==> src/rtl/cache_mem_arbiter.sv <==
// Shares one memory read port between icache and dcache (round-robin, one read
// outstanding) and buffers a single dcache write; reads to the buffered line stall.
module cache_mem_arbiter #(
    parameter int LINE_BYTES = 16
) (
    input  logic                    i_clk,
    input  logic                    i_reset,

    input  logic                    i_ic_rd_req,
    input  logic [2:0]              i_ic_rd_type,
    input  logic [31:0]             i_ic_rd_addr,
    output logic                    o_ic_rd_rdy,
    output logic                    o_ic_ret_valid,
    output logic                    o_ic_ret_last,
    output logic [31:0]             o_ic_ret_data,

    input  logic                    i_dc_rd_req,
    input  logic [2:0]              i_dc_rd_type,
    input  logic [31:0]             i_dc_rd_addr,
    output logic                    o_dc_rd_rdy,
    output logic                    o_dc_ret_valid,
    output logic                    o_dc_ret_last,
    output logic [31:0]             o_dc_ret_data,

    input  logic                    i_dc_wr_req,
    input  logic [2:0]              i_dc_wr_type,
    input  logic [31:0]             i_dc_wr_addr,
    input  logic [3:0]              i_dc_wr_wstrb,
    input  logic [LINE_BYTES*8-1:0] i_dc_wr_data,
    output logic                    o_dc_wr_rdy,

    output logic                    o_mem_rd_req,
    output logic [2:0]              o_mem_rd_type,
    output logic [31:0]             o_mem_rd_addr,
    input  logic                    i_mem_rd_rdy,
    input  logic                    i_mem_ret_valid,
    input  logic                    i_mem_ret_last,
    input  logic [31:0]             i_mem_ret_data,

    output logic                    o_mem_wr_req,
    output logic [2:0]              o_mem_wr_type,
    output logic [31:0]             o_mem_wr_addr,
    output logic [3:0]              o_mem_wr_wstrb,
    output logic [LINE_BYTES*8-1:0] o_mem_wr_data,
    input  logic                    i_mem_wr_rdy,
    input  logic                    i_mem_wr_done,

    output logic                    o_err
);
    localparam int LW    = LINE_BYTES * 8;
    localparam int BEATS = LINE_BYTES / 4;
    localparam int OFS   = $clog2(LINE_BYTES);
    localparam int CW    = (BEATS > 1) ? $clog2(BEATS) + 1 : 1;

    typedef enum logic [1:0] {R_IDLE, R_REQ, R_DATA} rd_state_t;
    typedef enum logic [1:0] {W_EMPTY, W_REQ, W_WAIT} wr_state_t;

    rd_state_t       r_rstate;
    wr_state_t       r_wstate;
    logic            r_owner;
    logic            r_last_grant;
    logic [CW-1:0]   r_beat_cnt;
    logic            r_mem_rd_req;
    logic [2:0]      r_mem_rd_type;
    logic [31:0]     r_mem_rd_addr;
    logic            r_dc_wr_rdy;
    logic            r_mem_wr_req;
    logic [2:0]      r_wr_type;
    logic [31:0]     r_wr_addr;
    logic [3:0]      r_wr_wstrb;
    logic [LW-1:0]   r_wr_data;
    logic            r_err;

    logic            w_wr_accept;
    logic            w_buf_valid;
    logic [1:0]      w_rd_req;
    logic [31:0]     w_rd_addr [2];
    logic [1:0]      w_haz;
    logic [1:0]      w_cand;
    logic [1:0]      w_grant;
    logic [CW-1:0]   w_last_idx;
    logic            w_fwd;

    assign w_wr_accept  = i_dc_wr_req && r_dc_wr_rdy;
    assign w_buf_valid  = (r_wstate != W_EMPTY);
    assign w_rd_req     = {i_dc_rd_req, i_ic_rd_req};
    assign w_rd_addr[0] = i_ic_rd_addr;
    assign w_rd_addr[1] = i_dc_rd_addr;

    // Index 0 is the icache, index 1 the dcache; the hazard also sees a write accepted this cycle.
    genvar gi;
    generate
        for (gi = 0; gi < 2; gi++) begin : g_req
            assign w_haz[gi]  = (w_buf_valid && (w_rd_addr[gi][31:OFS] == r_wr_addr[31:OFS])) ||
                                (w_wr_accept && (w_rd_addr[gi][31:OFS] == i_dc_wr_addr[31:OFS]));
            assign w_cand[gi] = w_rd_req[gi] && !w_haz[gi];
        end
    endgenerate

    always_comb begin
        w_grant = 2'b00;
        if (r_rstate == R_IDLE) begin
            if (w_cand == 2'b11)
                w_grant = r_last_grant ? 2'b01 : 2'b10;
            else
                w_grant = w_cand;
        end
    end

    assign w_last_idx = (r_mem_rd_type == 3'b100) ? CW'(BEATS - 1) : '0;
    assign w_fwd      = (r_rstate == R_DATA);

    always_ff @(posedge i_clk or posedge i_reset) begin
        if (i_reset) begin
            r_rstate      <= R_IDLE;
            r_owner       <= 1'b0;
            r_last_grant  <= 1'b0;
            r_beat_cnt    <= '0;
            r_mem_rd_req  <= 1'b0;
            r_mem_rd_type <= 3'b000;
            r_mem_rd_addr <= 32'd0;
        end else begin
            case (r_rstate)
                R_IDLE: begin
                    if (|w_grant) begin
                        r_owner       <= w_grant[1];
                        r_last_grant  <= w_grant[1];
                        r_mem_rd_type <= w_grant[1] ? i_dc_rd_type : i_ic_rd_type;
                        r_mem_rd_addr <= w_grant[1] ? i_dc_rd_addr : i_ic_rd_addr;
                        r_mem_rd_req  <= 1'b1;
                        r_beat_cnt    <= '0;
                        r_rstate      <= R_REQ;
                    end
                end
                R_REQ: begin
                    if (i_mem_rd_rdy) begin
                        r_mem_rd_req <= 1'b0;
                        r_rstate     <= R_DATA;
                    end
                end
                R_DATA: begin
                    if (i_mem_ret_valid) begin
                        r_beat_cnt <= r_beat_cnt + CW'(1);
                        if (i_mem_ret_last)
                            r_rstate <= R_IDLE;
                    end
                end
                default: r_rstate <= R_IDLE;
            endcase
        end
    end

    always_ff @(posedge i_clk or posedge i_reset) begin
        if (i_reset) begin
            r_wstate     <= W_EMPTY;
            r_dc_wr_rdy  <= 1'b1;
            r_mem_wr_req <= 1'b0;
            r_wr_type    <= 3'b000;
            r_wr_addr    <= 32'd0;
            r_wr_wstrb   <= 4'd0;
            r_wr_data    <= '0;
        end else begin
            case (r_wstate)
                W_EMPTY: begin
                    if (i_dc_wr_req) begin
                        r_wr_type    <= i_dc_wr_type;
                        r_wr_addr    <= i_dc_wr_addr;
                        r_wr_wstrb   <= i_dc_wr_wstrb;
                        r_wr_data    <= i_dc_wr_data;
                        r_dc_wr_rdy  <= 1'b0;
                        r_mem_wr_req <= 1'b1;
                        r_wstate     <= W_REQ;
                    end
                end
                W_REQ: begin
                    if (i_mem_wr_rdy) begin
                        r_mem_wr_req <= 1'b0;
                        r_wstate     <= W_WAIT;
                    end
                end
                W_WAIT: begin
                    if (i_mem_wr_done) begin
                        r_dc_wr_rdy <= 1'b1;
                        r_wstate    <= W_EMPTY;
                    end
                end
                default: r_wstate <= W_EMPTY;
            endcase
        end
    end

    // Sticky: short/long bursts, stray return beats, stray write completions.
    always_ff @(posedge i_clk or posedge i_reset) begin
        if (i_reset) begin
            r_err <= 1'b0;
        end else if ((w_fwd && i_mem_ret_valid && i_mem_ret_last && (r_beat_cnt != w_last_idx)) ||
                     (!w_fwd && i_mem_ret_valid) ||
                     ((r_wstate != W_WAIT) && i_mem_wr_done)) begin
            r_err <= 1'b1;
        end
    end

    assign o_ic_rd_rdy    = w_grant[0];
    assign o_dc_rd_rdy    = w_grant[1];
    assign o_ic_ret_valid = w_fwd && !r_owner && i_mem_ret_valid;
    assign o_ic_ret_last  = w_fwd && !r_owner && i_mem_ret_last;
    assign o_ic_ret_data  = (w_fwd && !r_owner) ? i_mem_ret_data : 32'd0;
    assign o_dc_ret_valid = w_fwd && r_owner && i_mem_ret_valid;
    assign o_dc_ret_last  = w_fwd && r_owner && i_mem_ret_last;
    assign o_dc_ret_data  = (w_fwd && r_owner) ? i_mem_ret_data : 32'd0;
    assign o_dc_wr_rdy    = r_dc_wr_rdy;
    assign o_mem_rd_req   = r_mem_rd_req;
    assign o_mem_rd_type  = r_mem_rd_type;
    assign o_mem_rd_addr  = r_mem_rd_addr;
    assign o_mem_wr_req   = r_mem_wr_req;
    assign o_mem_wr_type  = r_wr_type;
    assign o_mem_wr_addr  = r_wr_addr;
    assign o_mem_wr_wstrb = r_wr_wstrb;
    assign o_mem_wr_data  = r_wr_data;
    assign o_err          = r_err;
endmodule

==> config.mk <==
export PLATFORM = sky130hd
export DESIGN_NAME = cache_mem_arbiter
export DESIGN_NICKNAME = d
export VERILOG_FILES = /design/src/rtl/cache_mem_arbiter.sv
export SDC_FILE = /design/constraint.sdc
export NUM_CORES = 1
export LEC_CHECK = 0
export BUFFER_PORTS_ARGS = -buffer_cell sky130_fd_sc_hd__buf_2
export CORE_AREA = 5 5 211 213
export DETAILED_ROUTE_END_ITERATION = 10
export DIE_AREA = 0 0 216 218
export PLACE_DENSITY_LB_ADDON = 0.3
export SETUP_SLACK_MARGIN = 0.15
export SYNTH_ARGS = -nofsm -noshare
export SYNTH_HDL_FRONTEND = slang
export SYNTH_SLANG_ARGS = --single-unit
==> constraint.sdc <==
create_clock -name i_clk -period 16.35 [get_ports i_clk]
set_clock_uncertainty 0.05 [all_clocks]
set_input_delay 3.27 -clock i_clk [delete_from_list [all_inputs] [get_ports i_clk]]
set_output_delay 3.27 -clock i_clk [all_outputs]
set_load 0.05 [all_outputs]
==> results of run 1 <==
==> power groups by stage <==
stage	combinational (mW)	sequential, mW	clock [mW]
2_1_floorplan	0.618	1.86	0
3_3_place_gp	2.06	0.975	0
3_5_place_dp	2.06	0.983	0
4_1_cts	2.06	0.985	0.616
5_1_grt	2.13	1.02	0.639
6_report	2.04	0.982	0.597
==> synth_stat cells (2+ instances only) <==
cell	instances	area share
dfrtp_1	213	0.53
mux2_2	167	0.19
xor2_1	113	0.098
and3_1	100	0.062
a221o_1	30	0.030
clkbuf_1	27	0.010
nor4_1	24	0.015
nand2_1	12	0.0045
nor2_1	12	0.0045
buf_2	10	0.0050
nand4_1	9	0.0056
o21ai_0	9	0.0045
buf_6	8	0.0089
inv_1	6	0.0022
a21oi_1	5	0.0025
nand3_1	5	0.0025
nor3_1	5	0.0025
a221o_2	4	0.0045
a211oi_1	2	0.0015
a31oi_1	2	0.0012
clkbuf_2	2	0.00099
o21ai_2	2	0.0017
==> logic make-up (layout without fill, tap and decap cells) <==
kind of cell / Yosys count / after routing
xor gates and xnor gates: 113 / 113
and+or+nand+nor: 177 / 177
DFF: 214 / 214
adders and majority gates: 1 / 1
AOI/OAI and AO/OA: 59 / 59
muxes: 167 / 167
buffers and inverters: 54 / 617
other: 0 / 1
==> registers in the layout, summed over array words and instances, names as in the netlist, 2 cells and up <==
name and cells:
o_mem_rd_addr 32, r_wstate 2, o_mem_rd_type 3, o_mem_wr_wstrb 4
o_mem_wr_type 3, o_mem_wr_addr 32, r_rstate 2, r_beat_cnt 3
o_mem_wr_data 128
==> layer usage <==
| layer | vias to the layer above | wire (um) |
|---|---|---|
| met3 | 51 | 4180 |
| li1 | 3939 | - |
| met1 | 4228 | 16100 |
| met2 | 461 | 20500 |
| met4 | 10 | 809 |
| met5 | - | 52 |
==> worst max-delay path, stage by stage <==
cell	delay, ns
buf_2	0.12
xor2_1	0.16
nor4_1	0.64
nand4_1	0.21
o21ai_2	0.29
or4_1	0.20
nor2_1	0.07
buf_2	0.24
==> final timing paths <==
path / startpoint / end / slack, ns / depth (start not counted)
min: o_mem_rd_req / o_mem_rd_req / 0.43 / 2
min reg2reg: o_mem_rd_req / o_mem_rd_req / 0.43 / 2
max reg2reg: o_mem_wr_addr[10] / o_mem_rd_addr[25] / 13.13 / 8
max in group asynchronous: i_reset / o_mem_wr_data[61] / 12.06 / 3
max: i_dc_rd_addr[23] / o_dc_rd_rdy / 7.82 / 8
min in group asynchronous: i_reset / o_mem_wr_data[10] / 2.81 / 2
==> layout make-up <==
| class | instances | area share |
|---|---|---|
| Clock buffer | 39 | 0.0554 |
| Tap cell | 546 | 0.0479 |
| Antenna cell | 1 | 0.000175 |
| Multi-Input combinational cell | 517 | 0.313 |
| Sequential cell | 214 | 0.375 |
| Clock inverter | 8 | 0.00675 |
| Inverter | 6 | 0.00211 |
| Timing Repair Buffer | 564 | 0.200 |
==> per-stage QoR <==
stage / hold slack (ns) / cells
floorplan: 0.424 / 785
global placement: 0.417 / 1847
detailed placement: 0.419 / 1847
CTS: 0.436 / 1894
global route: 0.468 / 1895
finish: 0.434 / 1895
==> flow_summary.yaml, run 1 <==
cts:
  insertion_delay_ns: 0.54
  cts_resized: 0
  cts_tree: "done"
  htree_levels: 1
  cts.reportedPaths.clkPinSlew_ns: 0.06
  cts_sinks: 214
  root_buffer: "clkbuf_16"
  clk_path_buf_depth: 3
  holdBufCountCts: 0
  cts_setup_buffers: 0
  cts_buffers: 26
grt:
  grt_pass1_vias: 9324
  antenna_found_initial: 6
  overflow: 0
  grt-busiest-layer: "met2"
  grtUsageMet2: 0.292
  grt.total_usage: 0.167
  grt_use_met1: 0.200
  grt_start_max_net_pins: 102
  grt_pass1_wl_um: 60600
  grt.met3_usage: 0.0562
route:
  drtAntennaViolNets: 0
  drt-total-wl_um: 41600
  first_pass_iters: 5
  vias: 8689
  drt_iter0_drc: 463
  vias_per_cell: 4.59
  route.detailed.drc: 0
  wire_per_inst_um: 22.0
layout:
  layout_common_cells: "buf_2 (554), dfrtp_1 (213), mux2_2 (167)"
  layout_commonest_cell: "buf_2"
  design_area_um2: 14300
  final_util: 0.336
  nFillCells: 4328
  drive_above_1_share: 0.586
  syn2layout_area_growth_pct: 41.7
  final-seq-area_um2: 5360
  final_nets: 1609
  multi_input_area_um2: 4460
power_and_ir_drop:
  clock_power_share: 0.165
  power.internal_mw: 1.71
  pwr-share-seq: 0.271
  combPwrFrac: 0.564
  switching_share: 0.527
  leakage_nw: 7.32
  p_per_area_nw_per_um2: 254
  switchingPower_mw: 1.91
  power_mw: 3.62
  vdd_ir_drop_max_mv: 0.149
sta:
  rsz0062_at_grt: "no"
  finalSetupViolCount: 0
  slew_headroom: 0.230
  setup_slack_ns: 7.82
  drv_slew: 0
  period_share: 0.522
  hold_viol_final: 0
  fin_crit_ns: 8.53
  max_freq_ghz: 0.117
  tightest_slew_ns: 1.15
  tns_ns: 0
critical_path:
  arrival_ns: 5.21
  path_class: "primary input to output port"
  end_kind: "output port"
  critical_path_required_ns: 13.03
  cp_max_fo: 4
  cp-start-kind: "primary input"
floorplan:
  start_util: 0.237
  die_height_um: 218
  coreArea_um2: 42500
  rows: 76
  fp.dieW_um: 216
  num_io_pins: 555
  dieArea_um2: 47100
synth:
  synth-xor-area-share: 0.0983
  synth_top_family_by_area: "multiplexers"
  ys_ff_latch: 214
  syn_nets: 1065
  yosysSeqAreaShare: 0.532
  netlist_instances: 785
  synth_edf_count: 0
  synth_warnings: 0
  yosysUniqueCellTypes: 40
  synthAdderAreaFrac: 0.00124
  synth.area.mux_share: 0.187
  post_synth_and_or_nand_nor_area_fraction: 0.104
  synth_area_per_cell_um2: 12.8
  synth_compound_area_frac: 0.0500
  syn-cell-area_um2: 10100
  synthArstFlopShare: 1.00
  synth_ff_type: "dfrtp_1"
status:
  status: "finished, final reports clean"
place:
  gp_congestion: 0.844
  placed_area_um2: 13400
  dpl_worst_slack_ns: 7.77
  io_buffers: 554
  dp_hpwl_um: 32300
hold_path:
  hold_path.class: "register to register"
flow_run:
  maxCapViolCount: 0
No activity file was read; power rests on OpenSTA's default activity.
==> run 2: changes to the inputs <==
==> constraint.sdc (replaced) <==
create_clock -name i_clk -period 7.1 [get_ports i_clk]
set_clock_uncertainty 0.05 [all_clocks]
set_input_delay 1.42 -clock i_clk [delete_from_list [all_inputs] [get_ports i_clk]]
set_output_delay 1.42 -clock i_clk [all_outputs]
set_load 0.05 [all_outputs]
==> run 2 against run 1 <==
  * Non-clock buffer count down 3
  * Design area decreased by 0.49%
  * Die area did not move
  * Sequential share of layout area up 0.19 points
  * Count of clock-buffer cells in the layout is 3 lower
  * Via count grew 0.68%
  * Register-to-register slack worse by 9.7 ns
  * Clock power grew 120%
  * Final cell count is 0.21% lower
  * Power grew 130%
  * Flip-flop and latch count unchanged
==> flow_summary.yaml, run 2 (synthesis results as in run 1) <==
grt:
  grt.total_usage: 0.167
  overflow: 0
  grt_pass1_wl_um: 60900
  grt_start_max_net_pins: 124
  grt_pass1_vias: 9509
  antenna_found_initial: 7
place:
  io_buffers: 554
  gp_congestion: 0.891
  dp_hpwl_um: 32300
power_and_ir_drop:
  leakage_nw: 7.27
  vdd_ir_drop_max_mv: 0.330
  p_per_area_nw_per_um2: 581
  power_mw: 8.24
route:
  first_pass_iters: 5
  wire_per_inst_um: 21.8
  vias: 8748
  vias_per_cell: 4.63
  drtAntennaViolNets: 0
  drt_iter0_drc: 455
  route.detailed.drc: 0
  drt-total-wl_um: 41200
layout:
  final_nets: 1606
  final-seq-area_um2: 5360
  layout_common_cells: "buf_2 (554), dfrtp_1 (213), mux2_2 (167)"
  syn2layout_area_growth_pct: 41.0
  nFillCells: 4356
  final_util: 0.334
  largest_reg_flops: 128
  drive_above_1_share: 0.582
  layout_commonest_cell: "buf_2"
  multi_input_area_um2: 4460
cts:
  holdBufCountCts: 0
  htree_levels: 1
  insertion_delay_ns: 0.54
  cts_buffers: 26
  cts.reportedPaths.clkPinSlew_ns: 0.06
  cts_sinks: 214
  cts_setup_buffers: 0
  cts_tree: "done"
  clk_path_buf_depth: 3
  cts_resized: 0
  root_buffer: "clkbuf_16"
sta:
  tns_ns: 0
  drv_slew: 0
  max_freq_ghz: 0.207
  period_share: 0.679
  fin_crit_ns: 4.82
  hold_viol_final: 0
  tightest_slew_ns: 1.15
  slew_headroom: 0.231
  rsz0062_at_grt: "no"
  finalSetupViolCount: 0
critical_path:
  cp_max_fo: 4
  critical_path_required_ns: 5.63
  arrival_ns: 3.35
  end_kind: "output port"
  cp-start-kind: "primary input"
  path_class: "primary input to output port"
floorplan:
  die_height_um: 218
  dieArea_um2: 47100
  rows: 76
  num_io_pins: 555
  coreArea_um2: 42500
  start_util: 0.237
  fp.dieW_um: 216
hold_path:
  hold_path.class: "register to register"
flow_run:
  maxCapViolCount: 0
status:
  status: "finished, final reports clean"
## run 2: cell types whose count changed in the layout (fill, tap and decap cells not counted)
cell	change
buf_4	-5
clkinv_4	-1
buf_12	+2
diode_2	+3
clkbuf_8	-6
clkbuf_1	+3
## run 2: area by class of cell
class,instances,area share
Timing Repair Buffer,561,0.201
Inverter,6,0.00185
Antenna cell,4,0.000705
Tap cell,546,0.0481
Clock inverter,7,0.00643
Clock buffer,36,0.0507
Sequential cell,214,0.377
Multi-Input combinational cell,517,0.314
## run 2: worst paths after layout
kind,start,to,slack [ns],cells past startpoint
max in group asynchronous,i_reset,o_mem_wr_data[92],4.84,3
min in group asynchronous,i_reset,o_mem_wr_data[15],0.87,2
worst min-delay path,o_mem_rd_req,o_mem_rd_req,0.43,2
worst max-delay path,i_dc_rd_addr[23],o_dc_rd_rdy,2.28,8
worst min register to register,o_mem_rd_req,o_mem_rd_req,0.43,2
worst max register to register,r_last_grant,o_mem_rd_addr[28],3.47,5
## run 2: per-layer routing
metal  vias to the layer above  GRT usage  wire [um]
met5                         -          0         34
li1                       3941          -          -
met1                      4317      0.195      15600
met3                        47     0.0511       3720
met4                         4     0.0462        934
met2                       439      0.297      20900
## run 2: through the flow
stage	worst slack (ns)	instance area (um2)	std cells	hold slack, ns
floorplan	2.64	10100	785	0.424
global placement	2.32	13400	1844	0.417
detailed placement	2.27	13400	1844	0.416
CTS	2.26	14200	1887	0.436
global route	2.18	14200	1891	0.464
finish	2.28	14200	1891	0.431
## run 2: report_power, final
group          switching, mW  internal (mW)  total (mW)
registers              0.442           1.83        2.27
clock network          0.516          0.775        1.29
logic                   3.41           1.27        4.68
## run 2: critical path, cell delays in order
cell,delay [ns]
buf_2,0.13
xor2_1,0.16
nor4_1,0.62
nand4_1,0.22
o21ai_2,0.27
or4_1,0.20
nor2_1,0.09
buf_2,0.25
